[config.mk]
export PLATFORM = sky130hd
export DESIGN_NAME = lzss_stream_arb
export DESIGN_NICKNAME = d
export VERILOG_FILES = /design/src/rtl/lzss_stream_arb_pkg.sv /design/src/rtl/lzss_stream_arb_rr_pick.sv /design/src/rtl/lzss_stream_arb.sv
export SDC_FILE = /design/constraint.sdc
export NUM_CORES = 1
export LEC_CHECK = 0
export CAP_MARGIN = 20
export CORE_AREA = 2 2 121 123
export DETAILED_ROUTE_END_ITERATION = 8
export DIE_AREA = 0 0 123 125
export PLACE_DENSITY = 0.63
export SYNTH_ARGS = -nofsm -noshare
export SYNTH_HDL_FRONTEND = slang
export SYNTH_SLANG_ARGS = --single-unit
[constraint.sdc]
create_clock -name clk -period 4.13 [get_ports clk]
set_input_delay 0.826 -clock clk [delete_from_list [all_inputs] [get_ports clk]]
set_output_delay 0.826 -clock clk [all_outputs]
set_load 0.05 [all_outputs]
[src/rtl/lzss_stream_arb_pkg.sv]
// Shared types and widths for the LZSS stream arbiter.
// FSM state codes live here so the top and any tooling agree.
package lzss_stream_arb_pkg;

  localparam int DATA_W = 32;
  localparam int CW_W   = 11;
  localparam int NUM_W  = 12;

  localparam logic [NUM_W-1:0] WDOG_MAX = 12'd4095;

  typedef logic [2:0] state_t;

  localparam state_t S_IDLE    = 3'd0;
  localparam state_t S_RESTART = 3'd1;
  localparam state_t S_WAIT    = 3'd2;
  localparam state_t S_FEED    = 3'd3;
  localparam state_t S_DRAIN   = 3'd4;
  localparam state_t S_REPORT  = 3'd5;

endpackage

[src/rtl/lzss_stream_arb_rr_pick.sv]
// Two-way round-robin grant: on a tie the requester
// not served last wins, otherwise the lone requester.
module lzss_rr_pick (
  input  logic valid0,
  input  logic valid1,
  input  logic last,
  output logic any,
  output logic grant
);

  assign any   = valid0 | valid1;
  assign grant = (valid0 & valid1) ? ~last : valid1;

endmodule

[src/rtl/lzss_stream_arb.sv]
// Arbitrates two word streams onto one LZSS encoder and
// routes codewords and a completion report to the owner.
module lzss_stream_arb
  import lzss_stream_arb_pkg::*;
(
  input  logic              clk,
  input  logic              reset,
  input  logic [DATA_W-1:0] req0_data,
  input  logic              req0_valid,
  input  logic              req0_last,
  output logic              req0_ready,
  input  logic [DATA_W-1:0] req1_data,
  input  logic              req1_valid,
  input  logic              req1_last,
  output logic              req1_ready,
  output logic              enc_restart,
  output logic [DATA_W-1:0] enc_data,
  output logic              enc_data_valid,
  output logic              enc_drop_done,
  input  logic              enc_busy,
  input  logic              enc_out_valid,
  input  logic              enc_finish,
  input  logic [CW_W-1:0]   enc_codeword,
  input  logic [NUM_W-1:0]  enc_enc_num,
  output logic [CW_W-1:0]   cw_data,
  output logic              cw_valid,
  output logic              cw_id,
  output logic              done,
  output logic              done_id,
  output logic [NUM_W-1:0]  done_count,
  output logic              done_err
);

  state_t state;
  logic owner;
  logic rr_last;
  logic holdoff;
  logic wd_fired;
  logic [NUM_W-1:0] cw_cnt;
  logic [NUM_W-1:0] wdog;
  logic [NUM_W-1:0] num_q;
  logic [15:0] word_cnt;
  logic [CW_W-1:0] cw_data_q;
  logic cw_valid_q;
  logic cw_id_q;
  logic pick_any;
  logic pick_id;
  logic own_valid;
  logic own_last;
  logic [DATA_W-1:0] own_data;
  logic in_feed;
  logic in_drain;
  logic in_report;
  logic dvalid;
  logic xfer;
  logic cw_take;

  lzss_rr_pick u_pick (
    .valid0 (req0_valid),
    .valid1 (req1_valid),
    .last   (rr_last),
    .any    (pick_any),
    .grant  (pick_id)
  );

  assign own_valid = owner ? req1_valid : req0_valid;
  assign own_last  = owner ? req1_last  : req0_last;
  assign own_data  = owner ? req1_data  : req0_data;

  assign in_feed   = state == S_FEED;
  assign in_drain  = state == S_DRAIN;
  assign in_report = state == S_REPORT;

  assign dvalid  = in_feed & own_valid & ~holdoff;
  assign xfer    = dvalid & ~enc_busy;
  assign cw_take = (in_feed | in_drain) & enc_out_valid;

  // Stream sequencing, spacing holdoff and drain watchdog
  always_ff @(posedge clk) begin
    if (reset) begin
      state    <= S_IDLE;
      owner    <= 1'b0;
      rr_last  <= 1'b1;
      holdoff  <= 1'b0;
      wd_fired <= 1'b0;
      wdog     <= '0;
      num_q    <= '0;
      word_cnt <= '0;
    end else begin
      holdoff <= xfer;
      case (state)
        S_IDLE: begin
          if (pick_any) begin
            owner <= pick_id;
            state <= S_RESTART;
          end
        end
        S_RESTART: begin
          wdog     <= '0;
          wd_fired <= 1'b0;
          word_cnt <= '0;
          state    <= S_WAIT;
        end
        S_WAIT: state <= S_FEED;
        S_FEED: begin
          if (xfer) begin
            word_cnt <= word_cnt + 16'd1;
            if (own_last) state <= S_DRAIN;
          end
        end
        S_DRAIN: begin
          if (enc_finish) begin
            num_q <= enc_enc_num;
            state <= S_REPORT;
          end else if (wdog == WDOG_MAX - 12'd1) begin
            wd_fired <= 1'b1;
            state    <= S_REPORT;
          end else begin
            wdog <= wdog + 12'd1;
          end
        end
        S_REPORT: begin
          rr_last <= owner;
          state   <= S_IDLE;
        end
        default: state <= S_IDLE;
      endcase
    end
  end

  // Codeword return path, one cycle behind the encoder
  always_ff @(posedge clk) begin
    if (reset) begin
      cw_data_q  <= '0;
      cw_valid_q <= 1'b0;
      cw_id_q    <= 1'b0;
      cw_cnt     <= '0;
    end else begin
      cw_valid_q <= cw_take;
      if (cw_take) begin
        cw_data_q <= enc_codeword;
        cw_id_q   <= owner;
        if (cw_cnt != '1) cw_cnt <= cw_cnt + 12'd1;
      end
      if (state == S_RESTART) cw_cnt <= '0;
    end
  end

  // Output decode; reset forces the quiet/restart pattern
  always_comb begin
    enc_restart    = reset | (state == S_RESTART);
    enc_data       = in_feed ? own_data : '0;
    enc_data_valid = dvalid;
    enc_drop_done  = in_drain;
    req0_ready     = xfer & ~owner;
    req1_ready     = xfer & owner;
    cw_data        = cw_data_q;
    cw_valid       = cw_valid_q;
    cw_id          = cw_id_q;
    done           = in_report;
    done_id        = in_report & owner;
    done_count     = '0;
    if (in_report) done_count = wd_fired ? cw_cnt : num_q;
    done_err       = in_report & (wd_fired | (cw_cnt != num_q));
    if (reset) begin
      enc_data       = '0;
      enc_data_valid = 1'b0;
      enc_drop_done  = 1'b0;
      req0_ready     = 1'b0;
      req1_ready     = 1'b0;
      cw_data        = '0;
      cw_valid       = 1'b0;
      cw_id          = 1'b0;
      done           = 1'b0;
      done_id        = 1'b0;
      done_count     = '0;
      done_err       = 1'b0;
    end
  end

endmodule
Word-level counts from Yosys, hierarchy flattened
Cells that the tools add are included.
{"block": "word_totals", "register_bits": 56, "elab_cells": 85, "in_bits": 96}
{"block": "op_classes", "addsub": 2, "n_mux": 31, "bitwise_logic": 17, "n_eq_ne": 15, "n_reduce_logical": 9}
{"operator": "$mux 32", "count": 3}
{"operator": "$mux 12", "count": 5}
{"operator": "$add 12x1->12 const B", "count": 2}
{"operator": "$pmux 12 s2", "count": 1}
{"operator": "$mux 3", "count": 5}
{"operator": "$pmux 3 s5", "count": 1}
{"operator": "$mux 1", "count": 14}
{"operator": "$eq 12x12->1 const B", "count": 1}
{"operator": "$ne 12x12->1", "count": 1}
{"operator": "$ne 12x12->1 const B", "count": 1}
{"operator": "$mux 11", "count": 1}
{"operator": "$and 1x1->1", "count": 9}
{"operator": "$ne 2x2->1 const B", "count": 4}
{"operator": "$eq 3x2->1 const B", "count": 2}
{"operator": "$eq 3x3->1 const B", "count": 2}
{"operator": "$reduce_and 2->1", "count": 3}
{"operator": "$reduce_and 3->1", "count": 2}
{"operator": "$ne 2x1->1 const B", "count": 2}
{"operator": "$not 1->1", "count": 4}
{"operator": "$or 1x1->1", "count": 4}
{"operator": "$reduce_and 4->1", "count": 1}
{"operator": "$eq 3x1->1 const B", "count": 1}
{"operator": "$logic_not 3->1", "count": 1}
{"operator": "$ne 3x2->1 const B", "count": 1}
{"operator": "other kinds (3)", "count": 3}

Depth between registers and ports, before layout
Gate-level depths: netlist of the first run.
{"block": "logic_depth", "depth_word": 6, "ltp_mapped": 7}

By module
A second synthesis of the first run with hierarchy kept.
{"block": "unflattened", "cells_unflattened": 463, "area_unflattened_um2": 3568.4}
{"module": "lzss_stream_arb", "n_inst": 1, "cells_per_inst": 461, "area_each_um2": 3554.7, "seq_area_each_um2": 1121.1}
{"module": "lzss_rr_pick", "n_inst": 1, "cells_per_inst": 2, "area_each_um2": 13.8, "seq_area_each_um2": 0.0}

Least setup slack after synthesis of the first run
No wires, ideal clock.
{"block": "synth_timing", "path_kind": "input to output", "startpoint": "input reset", "endpoint": "output enc_data_valid", "required_time_ns": 3.304, "n_path_buf": 0, "arrival_time_ns": 2.140, "cell_stages": 3, "setup_slack_ns": 1.164, "path_cell_list": "inv_1 nand2_1 nor3_1"}
{"block": "synth_between", "elab_chain_cells": 1}
{"element": "start: declaration", "line_no": "lzss_stream_arb.sv:7", "rtl": "input logic reset,"}
{"element": "$mux 1", "line_no": "lzss_stream_arb.sv:165", "rtl": "if (reset) begin"}
{"element": "end: declaration", "line_no": "lzss_stream_arb.sv:18", "rtl": "output logic enc_data_valid,"}
Every way passes these cells.

Worst setup path after layout of the first run
{"block": "layout_timing", "startpoint": "register state[0]", "endpoint": "output enc_restart"}
{"block": "layout_between", "elab_chain_cells": 2}
{"element": "start: declaration", "line_no": "lzss_stream_arb.sv:34", "rtl": "state_t state;"}
{"element": "start signal: assignment", "line_no": "lzss_stream_arb.sv:81", "rtl": "state <= S_IDLE;"}
{"element": "start signal: assignment", "line_no": "lzss_stream_arb.sv:95", "rtl": "state <= S_RESTART;"}
{"element": "start signal: assignment", "line_no": "lzss_stream_arb.sv:102", "rtl": "state <= S_WAIT;"}
{"element": "$eq 3x1->1", "line_no": "lzss_stream_arb.sv:151", "rtl": "enc_restart = reset | (state == S_RESTART);"}
{"element": "$or 1x1->1", "line_no": "lzss_stream_arb.sv:151"}
{"element": "end: declaration", "line_no": "lzss_stream_arb.sv:16", "rtl": "output logic enc_restart,"}
Every way passes these cells.

==> results of run 1 <==
power groups by stage:
| stage | combinational [uW] | clock, uW | sequential [uW] |
|---|---|---|---|
| 2_1_floorplan | 121 | 0 | 561 |
| 3_3_place_gp | 235 | 0 | 568 |
| 3_5_place_dp | 237 | 0 | 569 |
| 4_1_cts | 239 | 455 | 556 |
| 5_1_grt | 253 | 476 | 557 |
| 6_report | 236 | 443 | 556 |
routing by layer:
metal | vias up | GRT usage, % | wire length (um) | part of all wire [%]
li1 | 1866 | - | - | -
met1 | 1668 | 16.28 | 4423 | 39
met2 | 161 | 26.81 | 5923 | 53
met3 | 7 | 2.828 | 737 | 6.6
met4 | 0 | 4.679 | 123 | 1.1
met5 | - | 0 | 0 | 0
cell type report:
| type | instances | share of cell area, % |
|---|---|---|
| diodes | 1 | 0.04757 |
| clock buffers | 5 | 2.379 |
| clock inverters | 3 | 0.5233 |
| inverters | 7 | 0.4995 |
| multi-input cells | 353 | 41.01 |
| flip-flops and latches | 56 | 21.34 |
| well taps | 184 | 4.377 |
| repair buffers | 163 | 29.83 |
logic make-up after synthesis:
group,after synthesis,share of synthesized area (%)
DFF,56,32.43
adders and majority gates,3,1.086
and+or+nand+nor,204,28.99
xor gates and xnor gates,12,3.040
muxes,47,13.61
AOI/OAI and AO/OA,87,15.67
buffers and inverters,40,5.175
layout by cell type (no fill, tap or decap), drive strengths merged, types with 2 or more instances in the layout:
cell type,count
and2,4
dfxtp,56
nor4,7
nand2b,4
nor3b,3
nand3,10
nor2,57
o21ai,11
xnor2,8
inv,8
mux2i,47
nor3,8
nand4,9
a41oi,3
a31oi,13
and3,2
clkdlybuf4s50,124
xor2,4
or4,8
clkbuf,5
ha,3
o31ai,7
or3,7
o21a,2
o2111ai,2
buf,39
nor2b,14
a21oi,40
and4,5
nand2,63
metrics by stage:
step	util (%)	hold WS [ps]	std cells	power (uW)	setup slack, ps
6_report	37.03	450.7	772	1235	638.9
5_1_grt	37.03	462.1	772	1286	475.3
3_5_place_dp	35.94	441.7	763	806.5	668.8
2_1_floorplan	-	431.8	449	682.7	1164
4_1_cts	37.02	452.4	771	1250	620.9
3_3_place_gp	35.94	442.5	763	803.4	734.9
tightest hold or removal path: cells and delay by family, from the launching register on:
| family | cells | cell delay (ps) |
|---|---|---|
| compound gates | 1 | 50 |
| flops | 1 | 310 |
| simple gates | 1 | 50 |
registers in the layout, indices dropped and copies added (netlist names):
name / count
cw_valid_q: 1
holdoff: 1
state: 3
wd_fired: 1
cw_data_q: 11
cw_id_q: 1
owner: 1
cw_cnt: 12
rr_last: 1
wdog: 12
num_q: 12
worst paths after layout:
kind,startpoint,end,slack (ps),cells past startpoint
worst min register to register,cw_data_q[5],cw_data_q[5],450,2
worst max register to register,state[2],cw_cnt[5],2080,4
worst min-delay path,cw_data_q[5],cw_data_q[5],450,2
worst max-delay path,state[0],enc_restart,640,4
==> impl_metrics.py, run 1 <==
metrics = {
    "synth": {
        "async_reset_ff_share_pct": 0,
        "synth-main-ff-cell": "dfxtp_1",
        "mappedNetlistArea_mm2": 0.003457,
        "ys_top_cells_by_count": "nand2_1, nor2_1, dfxtp_1, mux2i_1, a21oi_1",
        "ys_ff_latch": 56,
        "yosys.area.top_type": "dfxtp_1",
        "synth_nets": 548,
        "synthesis.instances": 449,
        "yosysSeqAreaShare_pct": 32.43,
        "synth-edff-count": 0,
        "yosysWarningCount": 0,
        "syn_area_per_cell_um2": 7.699,
        "yosysTopAreaCellShare_pct": 32.43,
        "synthDistinctLibCells": 49,
        "synthMostInstantiatedCell": "nand2_1",
        "synthTopCellsByArea": "dfxtp_1, mux2i_1, nand2_1, nor2_1, a21oi_1",
    },
    "routing": {
        "dr.pass1.iters": 5,
        "drc_errors": 0,
        "routedWlPerCell_um": 14.52,
        "num_vias": 3702,
        "vias_per_cell": 4.795,
        "antenna_left": 0,
        "routed_wl_um": 11210,
        "first_iter_violations": 205,
    },
    "clocking": {
        "clock_latency_ps": 300,
        "htreeDepth": 2,
        "cts-root-buf": "clkbuf_16",
        "cts_made_buffers": 5,
        "cts_tree": "done",
        "cts_buffer_depth": 2,
        "clock_sinks": 56,
        "hold_buffers": 0,
        "postCtsResizedCells": 0,
        "post_cts_buffers": 0,
        "path_clk_slew_ps": 80,
    },
    "place": {
        "placed_cell_area_mm2": 0.005105,
        "port_buffers": 160,
        "dp_hpwl_um": 8945,
        "gp_congestion": 0.8222,
    },
    "layout": {
        "syn2layout_area_growth_pct": 52.15,
        "fillCellCount": 1457,
        "fin_nets": 685,
        "ff_latch_area_mm2": 0.001122,
        "layout-drive-gt1-share_pct": 9.029,
        "multi_input_area_mm2": 0.002157,
        "fin_area_mm2": 0.005260,
    },
    "pwr": {
        "switching_power_uw": 332.0,
        "static-leakage-power_uw": 0.001744,
        "power_frac_clock_pct": 35.9,
        "p_int_uw": 903.2,
        "combPwrFrac_pct": 19.1,
        "pwr_density_cell_mw_per_mm2": 234.8,
        "power_frac_seq_pct": 45.0,
        "switching_share_pct": 26.88,
        "ir_drop_mv": 0.1348,
    },
    "global_route": {
        "grt_max_degree": 37,
        "grt_pass1_vias": 3654,
        "grt_usage_pct": 14.46,
        "antenna_found_initial": 1,
        "grt-ovfl-total": 0,
        "grt_pass1_wl_um": 17800,
    },
    "floorplanning": {
        "die_x_um": 123,
        "ios": 161,
        "die_y_um": 125,
        "fp-row-count": 44,
        "start_util_pct": 24.34,
        "core_area_mm2": 0.01420,
        "die-area_mm2": 0.01538,
    },
    "run": {
        "drv_cap": 0,
    },
    "timing": {
        "finalSetupViolCount": 0,
        "setup_tns_ps": 0,
        "finClkSkew_ps": 10.19,
        "worst_pin_slew_ps": 718.6,
        "drv_slew": 0,
        "period_share_pct": 84.53,
        "hold_viol": 0,
        "max_freq_mhz": 286.4,
        "rsz0062_at_grt": "no",
        "period_needed_ps": 3491,
        "relSlewSlack_pct": 52.03,
    },
    "status": {
        "outcome": "finished, final reports clean",
    },
    "worst_setup_path": {
        "crit_family": "buffers and inverters",
        "slowest_delay_ps": 890,
        "crit_path_start_kind": "flip-flop",
        "required_ps": 3300,
        "setup.worst_path.end_class": "output port",
        "cp_max_fo": 13,
        "path_class": "flip-flop to output port",
        "crit_buf_inv": 2,
        "critPathSlowestCell": "clkdlybuf4s50_1",
        "cp.arrival_ps": 2670,
        "crit_chain": "nor3b_1 > nor2_1 > inv_1 > clkdlybuf4s50_1",
    },
    "min_path": {
        "hp-class": "flip-flop to flip-flop",
    },
}
No activity file was read; power rests on OpenSTA's default activity.
==> inputs of run 2 (changes only) <==
clock period = 3.42 ns   (was 4.13 ns; I/O delays follow)
==> run 2 against run 1 <==
Net effect:
- clock power rose by 34%
- via count shrank 0.51%
- clock skew shrank 3.2 ps
- sequential power up 22%
- total power increased by 26%
- design area is 0.12% lower
- critical endpoint is now enc_data_valid
- largest cell class unchanged
==> impl_metrics.py, run 2 (synthesis results as in run 1) <==
metrics = {
    "status": {
        "outcome": "finished, final reports clean",
    },
    "clocking": {
        "clock_sinks": 56,
        "cts-root-buf": "clkbuf_16",
        "postCtsResizedCells": 0,
        "cts_made_buffers": 5,
        "cts_tree": "done",
        "cts_buffer_depth": 2,
        "hold_buffers": 0,
        "clock_latency_ps": 290,
        "path_clk_slew_ps": 70,
        "post_cts_buffers": 0,
        "htreeDepth": 2,
    },
    "worst_setup_path": {
        "reg2regPathDepth": 4,
        "cp_max_fo": 33,
        "path_class": "flip-flop to output port",
        "slowest_delay_ps": 560,
        "required_ps": 2740,
        "crit_chain": "and3b_1 > nand2_1 > buf_4 > nor3_1 > buf_12",
        "setup.worst_path.end_class": "output port",
        "crit_path_start_kind": "flip-flop",
        "critPathSlowestCell": "dfxtp_1",
        "cp.arrival_ps": 2320,
    },
    "place": {
        "dp_hpwl_um": 8953,
        "gp_congestion": 0.7930,
        "dp.cells": 764,
        "port_buffers": 160,
    },
    "routing": {
        "first_iter_violations": 255,
        "routedWlPerCell_um": 14.59,
        "num_vias": 3683,
        "vias_per_cell": 4.771,
        "routed_wl_um": 11260,
        "met3_length_um": 814,
        "top_layer_used": "met4",
        "dr.pass1.iters": 5,
        "antenna_left": 0,
        "drc_errors": 0,
        "wl_met2_um": 5819,
        "wl_met1_um": 4469,
    },
    "pwr": {
        "ir_drop_mv": 0.1985,
        "p_int_uw": 1165,
        "power_frac_seq_pct": 43.5,
        "pwr_density_cell_mw_per_mm2": 296.2,
        "combPwrFrac_pct": 18.5,
        "switching_share_pct": 25.15,
        "switching_power_uw": 391.3,
        "static-leakage-power_uw": 0.001796,
        "power_frac_clock_pct": 38.0,
    },
    "floorplanning": {
        "core_area_mm2": 0.01420,
        "die-area_mm2": 0.01538,
        "ios": 161,
        "start_util_pct": 24.34,
        "die_y_um": 125,
        "fp-row-count": 44,
        "die_x_um": 123,
    },
    "layout": {
        "fin_nets": 686,
        "final_cells": 772,
        "diodes": 0,
        "ff_latch_area_mm2": 0.001122,
        "multi_input_area_mm2": 0.002157,
        "top_regs": "cw_cnt x12, num_q x12, wdog x12",
        "final_common_cell": "clkdlybuf4s50_1",
        "layout-drive-gt1-share_pct": 12.07,
        "syn2layout_area_growth_pct": 51.97,
        "fillCellCount": 1498,
        "post-route-util_pct": 36.99,
        "mostFrequentLayoutCells": "clkdlybuf4s50_1, nand2_1, nor2_1, dfxtp_1, buf_4",
    },
    "global_route": {
        "grt_max_degree": 39,
        "grt_pass1_wl_um": 18140,
        "grt_pass1_vias": 3648,
        "grt_usage_pct": 14.76,
        "antenna_found_initial": 0,
        "grt-ovfl-total": 0,
    },
    "timing": {
        "period_share_pct": 87.88,
        "finalSetupViolCount": 0,
        "setup_tns_ps": 0,
        "hold_viol": 0,
        "relSlewSlack_pct": 48.98,
        "worst_pin_slew_ps": 764.2,
        "period_needed_ps": 3005,
        "rsz0062_at_grt": "no",
        "finClkSkew_ps": 7.018,
        "max_freq_mhz": 332.7,
        "drv_slew": 0,
    },
    "run": {
        "drv_cap": 0,
    },
    "min_path": {
        "hp-class": "flip-flop to flip-flop",
        "hold_path_depth": 2,
    },
}
[run 2: worst paths after layout]
check | to | slack, ps | from
worst max register to register | wdog[10] | 1290 | state[0]
worst max-delay path | enc_data_valid | 410 | state[1]
worst min-delay path | cw_data_q[4] | 450 | cw_data_q[4]
worst min register to register | cw_data_q[4] | 450 | cw_data_q[4]
[run 2: cell type report]
cell class                      count  share of cell area (%)
Clock buffer                        5                   2.382
Tap cell                          184                   4.382
Clock inverter                      3                  0.8812
Multi-Input combinational cell    353                   41.06
Sequential cell                    56                   21.36
Timing Repair Buffer              164                   29.44
Inverter                            7                  0.5001
[run 2: through the flow]
step,setup WS (ps),power [uW],hold slack (ps),cell area (um^2)
2_1_floorplan,706.4,824.5,431.8,3457
3_3_place_gp,630.4,977.4,440.1,5082
3_5_place_dp,588.3,981.7,445.2,5082
4_1_cts,357.9,1577,455.7,5254
5_1_grt,272.2,1621,477.0,5254
6_report,414.6,1556,453.5,5254
[run 2: per-layer routing]
layer	track usage, %	up-vias
li1	-	1872
met1	17.01	1652
met2	27.10	152
met3	3.011	7
met4	4.211	0
met5	0	-
[run 2: critical path: cells and delay by family (launching register included)]
kind / cells / cell delay [ps]
flops: 1 / 560
simple gates: 3 / 1000
buf+inv: 2 / 460
[run 2: power by group through the flow]
stage,logic [uW],clock network [uW],registers (uW)
after CTS,291,610,676
after global placement,287,0,691
after detailed placement,290,0,692
after global routing,309,633,679
after floorplan,147,0,678
final,287,592,677
